`src/rtl/jtag_tap_sequencer.sv`:
```
`default_nettype none
// ============================================================================
// Module   : jtag_tap_sequencer
// Brief    : IEEE 1149.1 TAP controller with a registered TDO-source
//            scheduler. Decodes the 16-state TAP into the IR/DR strobes and,
//            at each Capture, latches which data register owns TDO for the
//            following shift.
// Options  : JTAG_IDCODE_DEFAULT_EN - while in Test-Logic-Reset the effective
//            instruction is forced to IDCODE until the first Update-IR.
// Revision : 1.0 - initial release
// ============================================================================
module jtag_tap_sequencer #(
    parameter int                     IR_WIDTH  = 4,
    parameter logic [IR_WIDTH-1:0]    OP_BYPASS = 4'hF,
    parameter logic [IR_WIDTH-1:0]    OP_IDCODE = 4'h1,
    parameter logic [IR_WIDTH-1:0]    OP_SAMPLE = 4'h2,
    parameter logic [IR_WIDTH-1:0]    OP_EXTEST = 4'h0,
    parameter logic [IR_WIDTH-1:0]    OP_AHB    = 4'h8,
    parameter logic [IR_WIDTH-1:0]    OP_AHB_RD = 4'h9
) (
    input  logic                TCK,
    input  logic                rst,
    input  logic                TMS,
    input  logic [IR_WIDTH-1:0] instruction,
    input  logic                ahb_error,
    output logic [3:0]          tap_state,
    output logic                tlr_reset,
    output logic                capture_ir,
    output logic                ir_shift,
    output logic                update_ir,
    output logic                capture_dr,
    output logic                dr_shift,
    output logic                update_dr,
    output logic [2:0]          tdo_sel,
    output logic                tdo_en,
    output logic                ahb,
    output logic                ahb_read,
    output logic                idcode,
    output logic                tmp_status
);

    // TAP state encoding (standard 1149.1 values)
    localparam logic [3:0] c_TLR      = 4'hF;
    localparam logic [3:0] c_RTI      = 4'hC;
    localparam logic [3:0] c_SEL_DR   = 4'h7;
    localparam logic [3:0] c_CAP_DR   = 4'h6;
    localparam logic [3:0] c_SH_DR    = 4'h2;
    localparam logic [3:0] c_EX1_DR   = 4'h1;
    localparam logic [3:0] c_PAUSE_DR = 4'h3;
    localparam logic [3:0] c_EX2_DR   = 4'h0;
    localparam logic [3:0] c_UPD_DR   = 4'h5;
    localparam logic [3:0] c_SEL_IR   = 4'h4;
    localparam logic [3:0] c_CAP_IR   = 4'hE;
    localparam logic [3:0] c_SH_IR    = 4'hA;
    localparam logic [3:0] c_EX1_IR   = 4'h9;
    localparam logic [3:0] c_PAUSE_IR = 4'hB;
    localparam logic [3:0] c_EX2_IR   = 4'h8;
    localparam logic [3:0] c_UPD_IR   = 4'hD;

    // TDO source select codes
    localparam logic [2:0] c_SEL_NONE   = 3'd0;
    localparam logic [2:0] c_SEL_INSTR  = 3'd1;
    localparam logic [2:0] c_SEL_BYPASS = 3'd2;
    localparam logic [2:0] c_SEL_BSR    = 3'd3;
    localparam logic [2:0] c_SEL_IDCODE = 3'd4;
    localparam logic [2:0] c_SEL_AHB    = 3'd5;
    localparam logic [2:0] c_SEL_STATUS = 3'd6;

    logic [3:0]          r_state;
    logic [3:0]          w_state_nxt;
    logic [2:0]          r_tdo_sel;
    logic                r_tdo_en;
    logic                r_rd_latched;
    logic [IR_WIDTH-1:0] w_eff_instr;
    logic [2:0]          w_dr_sel;

`ifdef JTAG_IDCODE_DEFAULT_EN
    logic r_idcode_force;

    // Override is armed whenever the TAP sits in (or returns to) TLR and is
    // dropped on the first Update-IR, when a real instruction takes effect.
    always_ff @(posedge TCK) begin
        if (rst || w_state_nxt == c_TLR) begin
            r_idcode_force <= 1'b1;
        end else if (w_state_nxt == c_UPD_IR) begin
            r_idcode_force <= 1'b0;
        end
    end

    assign w_eff_instr = r_idcode_force ? OP_IDCODE : instruction;
`else
    assign w_eff_instr = instruction;
`endif

    // TAP state register; reset wins over TMS in every state
    always_ff @(posedge TCK) begin
        if (rst) begin
            r_state <= c_TLR;
        end else begin
            r_state <= w_state_nxt;
        end
    end

    // 1149.1 next-state table
    always_comb begin
        w_state_nxt = r_state;
        case (r_state)
            c_TLR:      w_state_nxt = TMS ? c_TLR    : c_RTI;
            c_RTI:      w_state_nxt = TMS ? c_SEL_DR : c_RTI;
            c_SEL_DR:   w_state_nxt = TMS ? c_SEL_IR : c_CAP_DR;
            c_CAP_DR:   w_state_nxt = TMS ? c_EX1_DR : c_SH_DR;
            c_SH_DR:    w_state_nxt = TMS ? c_EX1_DR : c_SH_DR;
            c_EX1_DR:   w_state_nxt = TMS ? c_UPD_DR : c_PAUSE_DR;
            c_PAUSE_DR: w_state_nxt = TMS ? c_EX2_DR : c_PAUSE_DR;
            c_EX2_DR:   w_state_nxt = TMS ? c_UPD_DR : c_SH_DR;
            c_UPD_DR:   w_state_nxt = TMS ? c_SEL_DR : c_RTI;
            c_SEL_IR:   w_state_nxt = TMS ? c_TLR    : c_CAP_IR;
            c_CAP_IR:   w_state_nxt = TMS ? c_EX1_IR : c_SH_IR;
            c_SH_IR:    w_state_nxt = TMS ? c_EX1_IR : c_SH_IR;
            c_EX1_IR:   w_state_nxt = TMS ? c_UPD_IR : c_PAUSE_IR;
            c_PAUSE_IR: w_state_nxt = TMS ? c_EX2_IR : c_PAUSE_IR;
            c_EX2_IR:   w_state_nxt = TMS ? c_UPD_IR : c_SH_IR;
            c_UPD_IR:   w_state_nxt = TMS ? c_SEL_DR : c_RTI;
            default:    w_state_nxt = c_TLR;
        endcase
    end

    // DR-side TDO source chosen from the effective instruction at Capture-DR
    always_comb begin
        w_dr_sel = c_SEL_BYPASS;
        case (w_eff_instr)
            OP_IDCODE: w_dr_sel = c_SEL_IDCODE;
            OP_SAMPLE: w_dr_sel = c_SEL_BSR;
            OP_EXTEST: w_dr_sel = c_SEL_BSR;
            OP_AHB:    w_dr_sel = ahb_error ? c_SEL_STATUS : c_SEL_AHB;
            OP_AHB_RD: w_dr_sel = ahb_error ? c_SEL_STATUS : c_SEL_AHB;
            OP_BYPASS: w_dr_sel = c_SEL_BYPASS;
            default:   w_dr_sel = c_SEL_BYPASS;
        endcase
    end

    // TDO select latched on leaving a Capture state and held through the
    // whole shift/pause loop; cleared on entry to TLR or Update-IR
    always_ff @(posedge TCK) begin
        if (rst) begin
            r_tdo_sel    <= c_SEL_NONE;
            r_rd_latched <= 1'b0;
        end else if (r_state == c_CAP_IR) begin
            r_tdo_sel <= c_SEL_INSTR;
        end else if (r_state == c_CAP_DR) begin
            r_tdo_sel    <= w_dr_sel;
            r_rd_latched <= (w_eff_instr == OP_AHB_RD);
        end else if (w_state_nxt == c_TLR || w_state_nxt == c_UPD_IR) begin
            r_tdo_sel <= c_SEL_NONE;
        end
    end

    // TDO driven one TCK behind the Shift state (previous state was Shift)
    always_ff @(posedge TCK) begin
        if (rst) begin
            r_tdo_en <= 1'b0;
        end else begin
            r_tdo_en <= (r_state == c_SH_DR) || (r_state == c_SH_IR);
        end
    end

    assign tap_state  = r_state;
    assign tlr_reset  = (r_state == c_TLR);
    assign capture_ir = (r_state == c_CAP_IR);
    assign ir_shift   = (r_state == c_SH_IR);
    assign update_ir  = (r_state == c_UPD_IR);
    assign capture_dr = (r_state == c_CAP_DR);
    assign dr_shift   = (r_state == c_SH_DR);
    assign update_dr  = (r_state == c_UPD_DR);

    assign tdo_sel    = r_tdo_sel;
    assign tdo_en     = r_tdo_en;
    assign ahb        = (r_tdo_sel == c_SEL_AHB);
    assign idcode     = (r_tdo_sel == c_SEL_IDCODE);
    assign tmp_status = (r_tdo_sel == c_SEL_STATUS);
    assign ahb_read   = ahb & r_rd_latched;

endmodule
`default_nettype wire

```
`config.mk`:
```
export PLATFORM = sky130hd
export DESIGN_NAME = jtag_tap_sequencer
export DESIGN_NICKNAME = d
export VERILOG_FILES = /design/src/rtl/jtag_tap_sequencer.sv
export SDC_FILE = /design/constraint.sdc
export NUM_CORES = 1
export LEC_CHECK = 0
export CAP_MARGIN = 25
export CORE_MARGIN = 2
export CORE_UTILIZATION = 35
export DETAILED_ROUTE_END_ITERATION = 12
export PLACE_DENSITY = 0.81
export SETUP_SLACK_MARGIN = 0.2
export SLEW_MARGIN = 20
export SYNTH_ARGS = -nofsm -noshare
export SYNTH_HDL_FRONTEND = slang
export SYNTH_SLANG_ARGS = --single-unit
```
`constraint.sdc`:
```
create_clock -name TCK -period 1.1 [get_ports TCK]
set_input_delay 0.11 -clock TCK [delete_from_list [all_inputs] [get_ports TCK]]
set_output_delay 0.11 -clock TCK [all_outputs]
set_load 0.02 [all_outputs]
```
======== Yosys cells after proc, flatten, opt, wreduce, memory -nomap -nowiden ========
Cells that the tools add are included.
operators by class
  reductions and logical operators ........ 13
  equality and inequality tests ........... 24
  bitwise logic cells ..................... 2
  muxes and demuxes ....................... 18
operators with widths
  kind                                                             number
  4-bit == test, second input constant                             12
  4-bit one-hot mux with 12 select lines                           1
  3-bit two-way mux                                                6
  4-bit by 3-bit == test with 1-bit output, second input constant  4
  2-bit two-way mux                                                7
  4-bit by 2-bit == test with 1-bit output, second input constant  3
  2-bit OR reduction                                               5
  3-bit == test, second input constant                             3
  3-bit one-hot mux with 3 select lines                            1
  4-bit by 1-bit == test with 1-bit output, second input constant  2
  4-bit zero test                                                  2
  4-bit two-way mux                                                1
  3-bit nonzero test                                               1
  3-bit OR reduction                                               1
  1-bit logical OR                                                 2
  1-bit two-way mux                                                2
  2-bit AND reduction                                              1
  2-bit nonzero test                                               1
  1-bit bitwise AND                                                1
  1-bit inverter                                                   1
word-level totals
  flip-flop bits (word level) ............. 9
  logic and storage cells ................. 62

======== Depth between registers and ports, before layout ========
Gate-level depths: netlist (run 1).
  depth in word-level cells ............... 8
  depth in mapped cells ................... 5
  mapped depth without buffers ............ 5

======== Worst setup path before layout (run 1) ========
Ideal clock, no wire load.
  path type ............................... register to register
  start ................................... reg r_state[2], in the netlist tap_state[2]
  end ..................................... reg r_tdo_sel[0], in the netlist tdo_sel[0]
  cell stages (with the launch flop) ...... 6
  buffers on the path ..................... 1
  setup slack ............................. -0.348 ns
  arrival ................................. 1.378 ns
  library setup time ...................... 0.070 ns
  clock period less this slack ............ 1.448 ns
  cells stage by stage .................... dfxtp_1 > buf_2 > nand2_1 > nor2_1 > a31oi_1 > a21oi_1
on the way
  cells in the longest elaborated chain, start to end .. 6
RTL lines
  element                                 RTL line  source
  start: declaration                      69        logic [3:0] r_state;
  start signal: assignment                98        r_state <= c_TLR;
  start signal: assignment                100       r_state <= w_state_nxt;
  4-bit == test (*)                       n/a
  via capture_ir                          28        output logic capture_ir,
  2-bit OR reduction (no line)            n/a
  4-bit one-hot mux with 12 select lines  107       case (r_state)
  4-bit == test                           153       end else if (w_state_nxt == c_TLR || w_state_nxt == c_UPD_IR) begin
  1-bit logical OR                        153
  3-bit nonzero test (no line)            n/a
  end signal: assignment                  149       r_tdo_sel <= c_SEL_INSTR;
  end signal: assignment                  151       r_tdo_sel <= w_dr_sel;
  end signal: assignment                  154       r_tdo_sel <= c_SEL_NONE;
  end: declaration                        71        logic [2:0] r_tdo_sel;
Mark *: on every way through the listed nets, which the timed path passes. The rest lies on a longest branch.
A chain may end at the register's enable or synchronous reset.

======== Worst setup path in the final report (run 1) ========
  start ................................... reg r_state[0], in the netlist tap_state[0]
  end ..................................... reg r_tdo_sel[2], in the netlist tdo_sel[2]
on the way
  cells in the longest elaborated chain, start to end .. 6
RTL lines
  element                                                                    RTL line
  4-bit == test (tied with other cells)                                      107
  3-bit OR reduction (no line) / 2-bit OR reduction (equally long branches)  n/a
  4-bit one-hot mux with 12 select lines                                     107
  4-bit == test                                                              153
  1-bit logical OR                                                           153
  2-bit nonzero test (no line)                                               n/a
Several ways; a longest one is shown, not always the timed one.

==> run_results.csv, run 1 <==
group,metric,value,unit
finish,syn_to_final_growth,130,%
timing,layout_setup_ws,-0.270,ns
detailed_routing,drtIter0Drc,28,
worst_hold_path,min-delay-start,"r_rd_latched",
run_status,status,"finished, violations left",
placed_design,dp_hpwl,1450,µm
clocking,clock_latency,0.26,ns
setup_path,crit_chain,"nand2b_4 -> or2_4 -> buf_6 -> or3_1 -> o21ai_1",
clocking,clk_path_buf_depth,2,
worst_hold_path,hold_end,"r_rd_latched",
synth,syn_area,584,µm²
grt,grt_pass1_vias,834,
synth,synth-edff-count,0,
finish,drive_gt1_frac,0.672,
setup_path,cp-start-kind,"flip-flop",
setup_path,cp.arrival,1.57,ns
pwr,power_density,1070,mW/mm²
grt,grt_pass1_wl,4110,µm
synth,synth-async-reset-ratio,0,
setup_path,cpMaxStageDelayCell,"or3_1",
timing,tightest_slew,0.378,ns
setup_path,cp_slowest_stage_delay,0.34,ns
grt,grt-ovfl-total,0,
synth,avgSynthCellArea,7.69,µm²
run_status,violations,"negative setup slack",
setup_path,worstPathBufferInverterCount,1,
worst_hold_path,hold_class,"reg -> reg",
synth,synth_nets,84,
setup_path,required,1.30,ns
synth,ys_seq_area_frac,0.308,
timing,hold_violations,0,
detailed_routing,routed_wl,3110,µm
synth,ys_ff_latch,9,
setup_path,cp_top_family,"simple AND/OR/NAND/NOR gates",
worst_hold_path,hold_depth,2,
synth,synth.distinct_cells,34,
synth,ys_top_cells_by_count,"dfxtp_1 (9), nor2_1 (8), a21oi_1 (6), nand2_1 (6)",
grt,track_usage,0.289,
clocking,cts_inserted_buffers,3,
setup_path,regToRegSetupSlack,-0.27,ns
grt,antenna_found_initial,0,
timing,final.min_clock_period,1.37,ns
timing,maxSlewHeadroom,0.746,
floorplan,dieHeight,44.9,µm
timing,finClkSkew,0.000735,ns
floorplan,die_x,44.9,µm
finish,antennaDiodeCount,0,
floorplan,start_util,0.379,
placed_design,port_buffers,26,
timing,drv_slew,0,
timing,finalSetupTns,-3.10,ns
pwr,peakVddDrop,0.000987,V
timing,setup_viol_count_final,21,
floorplan,io_pins,27,
clocking,clk_pin_slew,0.07,ns
floorplan,row_count,14,
job,drv_cap,0,
clocking,cts-hold-fix-buffers,0,
placed_design,gp_congestion,0.774,
grt,grt_max_degree,9,
timing,finalHoldWorstSlack,0.500,ns
setup_path,endpoint_kind,"flip-flop",
synth,ys.flop_type,"dfxtp_1",
clocking,root_buffer,"clkbuf_4",
detailed_routing,viasPerCell,5.73,
timing,timing.fmax,0.730,GHz
finish,final_nets,143,
setup_path,critPathMaxFanout,4,
timing,min_period_over_period,1.25,
finish,fill_cells,64,
clocking,cts_tree,"yes",
synth,synth_top_area_frac,0.308,
synth,yosysTopAreaCell,"dfxtp_1",
synth,synth_most_common_cell,"dfxtp_1",
detailed_routing,drc,0,
setup_path,r2r_cells,5,
detailed_routing,drt.antenna.violating_nets,0,
timing,rsz0062_at_grt,"yes",
setup_path,crit_type,"reg -> reg",
setup_path,r2r-end,"tdo_sel[2]",
clocking,htree_levels,1,
synth,synthTopCellsByArea,"dfxtp_1 (31%), a21oi_1 (5.1%), nor2_1 (5.1%)",
detailed_routing,dr_total_vias,859,
floorplan,core,0.00154,mm²
setup_path,reg2reg_from,"tap_state[0]",
synth,yosys_warnings,0,
detailed_routing,drt_pass1_iterations,4,
clocking,numClockSinks,9,
detailed_routing,wire_per_inst,20.8,µm
floorplan,die_area,0.00201,mm²
synth,synthCells,76,
pwr,p_leak,0.620,nW
[cell usage in the layout (no fill, tap or decap), types with 2 or more instances in the layout]
cell type	n
buf_2	5
clkdlybuf4s50_1	7
buf_6	22
nand2_2	2
nand3b_1	2
nand2b_1	2
nor2_1	2
nor2_4	6
nand2b_4	4
buf_8	3
clkbuf_4	3
a21oi_2	2
a21oi_1	4
or2_4	2
o21ai_1	2
nand2_1	3
buf_4	22
dfxtp_1	3
nand3_1	2
dfxtp_4	5
[metal layers]
layer | GRT usage | part of all wire | up-vias
met4 | 0.106 | 0.053 | 0
met3 | 0.0360 | 0.045 | 18
met2 | 0.504 | 0.51 | 52
met1 | 0.362 | 0.39 | 405
li1 | - | - | 384
met5 | 0 | 0 | -
[repair_timing]
item / CTS / global route
resized for setup: 126 / 19
pin swaps: 9 / 2
setup buffers: 5 / 5
endpoints found under the hold margin: 0 / 0
setup endpoints to repair: 27 / 27
[worst max-delay path by stage]
stage	from	to	slack (ns)	cells past startpoint
3_5_place_dp	tap_state[3]	capture_dr	-0.36	4
5_1_grt	tap_state[0]	tdo_sel[2]	-0.31	5
2_1_floorplan	tap_state[0]	tdo_sel[2]	-0.12	4
4_1_cts	tap_state[0]	tdo_sel[2]	-0.21	5
3_3_place_gp	tap_state[3]	capture_dr	-0.35	4
6_report	tap_state[0]	tdo_sel[2]	-0.27	5
[report_power, final]
group          leakage, nW  switching (mW)  internal (mW)
Combinational        0.530           0.355          0.407
Clock               0.0150           0.141          0.140
Sequential          0.0751          0.0407          0.351
[cell type report]
type                            count  area [µm²]  share of cell area
Inverter                            2        7.51             0.00560
Multi-Input combinational cell     59         514               0.383
Timing Repair Buffer               60         573               0.427
Tap cell                           16        20.0              0.0149
Clock buffer                        4        26.3              0.0196
Sequential cell                     9         200               0.149
[through the flow]
stage                     worst slack [ns]   util  area (µm²)  cells  power (mW)
final                               -0.270  0.870        1340    150        1.43
after global routing                -0.314  0.870        1340    150        1.47
after CTS                           -0.213  0.801        1230    145        1.30
after detailed placement            -0.361  0.708        1090    136       0.903
after global placement              -0.346  0.708        1090    136       0.895
after floorplan                     -0.118      -         664     76       0.672
[flip-flops by register name, indices dropped and copies added (netlist names)]
name	cells
tdo_sel	3
r_rd_latched	1
tdo_en	1
tap_state	4
[cells by family after synthesis]
group / count (synthesis) / share of synthesized area
muxes: 3 / 0.0557
and+or+nand+nor: 39 / 0.390
AOI/OAI and AO/OA: 17 / 0.180
DFF: 9 / 0.308
buffers and inverters: 8 / 0.0664
[worst min-delay path, stage by stage (launching register included)]
cell and delay, ns:
dfxtp_1 0.33, nand2_1 0.06, a21oi_1 0.06
(Power assumes the default switching activity.)
==> run 2: changes to the inputs <==
- clock period: 1.1 -> 1.2 ns (I/O delays scaled with it)
==> run_results.csv, run 2 (synthesis results as in run 1) <==
group,metric,value,unit
setup_path,cp_slowest_stage_delay,0.36,ns
finish,final_cell_mix,"buf_6 (33), buf_4 (14), clkdlybuf4s50_1 (7)",
clocking,cts-hold-fix-buffers,0,
clocking,cts_inserted_buffers,3,
grt,busiest_layer,"met2",
placed_design,port_buffers,26,
timing,finalSetupTns,-1.16,ns
finish,largest_register_ffs,4,
detailed_routing,dr_total_vias,807,
setup_path,cp_top_family,"simple AND/OR/NAND/NOR gates",
setup_path,crit_type,"reg -> reg",
finish,final_common_cell,"buf_6",
clocking,clk_pin_slew,0.06,ns
clocking,htree_levels,1,
setup_path,endpoint_kind,"flip-flop",
clocking,numClockSinks,9,
timing,tightest_slew,0.376,ns
timing,hold_violations,0,
floorplan,start_util,0.379,
finish,antennaDiodeCount,0,
grt,grt_pass1_vias,787,
grt,grt_pass1_wl,3820,µm
detailed_routing,routed_wl,3240,µm
grt,grtUsageMet2,0.478,
timing,maxSlewHeadroom,0.749,
grt,track_usage,0.267,
finish,final_nets,144,
setup_path,cpMaxStageDelayCell,"dfxtp_4",
floorplan,die_x,44.9,µm
setup_path,critPathMaxFanout,3,
timing,setup_viol_count_final,15,
run_status,violations,"negative setup slack",
setup_path,worst-path-stages,6,
detailed_routing,drt.antenna.violating_nets,0,
timing,finalHoldWorstSlack,0.557,ns
pwr,power_density,962,mW/mm²
worst_hold_path,hold_depth,2,
floorplan,core,0.00154,mm²
grt,gr-usage-met1,0.316,
setup_path,r2r_cells,6,
timing,drv_slew,0,
setup_path,cp-start-kind,"flip-flop",
finish,syn_to_final_growth,146,%
detailed_routing,drtIter0Drc,9,
clocking,root_buffer,"clkbuf_4",
placed_design,dp_hpwl,1610,µm
setup_path,cp.arrival,1.56,ns
floorplan,row_count,14,
clocking,clock_latency,0.29,ns
finish,seq_area,199,µm²
setup_path,required,1.40,ns
job,drv_cap,0,
worst_hold_path,hold_class,"reg -> reg",
detailed_routing,wire_per_inst,21.4,µm
timing,final.min_clock_period,1.36,ns
pwr,p_leak,0.659,nW
timing,layout_setup_ws,-0.165,ns
setup_path,crit_chain,"nand2b_4 -> or2_4 -> inv_2 -> buf_4 -> nand4_1 -> a21oi_1",
finish,drive_gt1_frac,0.726,
timing,finClkSkew,0.00842,ns
setup_path,worstPathBufferInverterCount,2,
pwr,power,1.38,mW
detailed_routing,drc,0,
grt,grt-ovfl-total,0,
floorplan,dieHeight,44.9,µm
detailed_routing,drt_pass1_iterations,4,
pwr,peakVddDrop,0.000939,V
placed_design,pre_cts_slack,-0.282,ns
placed_design,gp_congestion,0.833,
timing,timing.fmax,0.733,GHz
clocking,clk_path_buf_depth,2,
grt,globalRouteMet3Util,0.0520,
floorplan,io_pins,27,
timing,rsz0062_at_grt,"yes",
timing,min_period_over_period,1.14,
grt,grt_max_degree,10,
finish,multi_input_area,543,µm²
detailed_routing,viasPerCell,5.34,
grt,antenna_found_initial,0,
run_status,status,"finished, violations left",
finish,fill_cells,52,
floorplan,die_area,0.00201,mm²
clocking,cts_tree,"yes",
[run 2: cell types whose count changed in the layout (fill, tap and decap cells not counted), moves of 2 or more]
cell,before,now
buf_2,5,1
buf_4,22,14
dfxtp_2,1,3
buf_6,22,33
nor3b_2,0,2
[run 2: area by class of cell]
class / count / area share
tap: 16 / 0.0139
timing repair buffer: 61 / 0.447
sequential: 9 / 0.138
clock buffer: 4 / 0.0183
multi-input combinational: 59 / 0.377
inverter: 2 / 0.00522
[run 2: metrics by stage]
| stage | utilization | instances | cell area [µm²] |
|---|---|---|---|
| finish | 0.933 | 151 | 1440 |
| global route | 0.933 | 151 | 1440 |
| CTS | 0.791 | 142 | 1220 |
| detailed placement | 0.672 | 132 | 1040 |
| global placement | 0.672 | 132 | 1040 |
| floorplan | - | 76 | 652 |
[run 2: timing repair]
action	in CTS	in global routing
setup endpoints to repair	27	25
pin swaps	13	14
setup buffers	6	9
gates resized for setup	137	34
[run 2: final timing paths]
kind,startpoint,end,slack [ns]
hold reg to reg,r_rd_latched,r_rd_latched,0.56
setup / recovery,tap_state[3],r_rd_latched,-0.16
hold / removal,r_rd_latched,r_rd_latched,0.56
setup reg to reg,tap_state[3],r_rd_latched,-0.16
[run 2: layer usage]
metal  part of all wire  up-vias  wire length [µm]
li1                   -      384                 -
met1               0.40      397              1300
met2               0.54       20              1750
met3              0.029        6                95
met4              0.027        0                87
met5                  0        -                 0
[run 2: worst register-to-register path, cell delays in order, from the launching register on]
cell and delay, ns:
dfxtp_4 0.36, nand2b_4 0.15, or2_4 0.26, inv_2 0.08, buf_4 0.11, nand4_1 0.12, a21oi_1 0.21
[run 2: report_power, final]
part           switching [mW]  internal, mW  total [mW]
combinational           0.353         0.408       0.761
clock                   0.134         0.130       0.263
sequential             0.0364         0.324       0.360
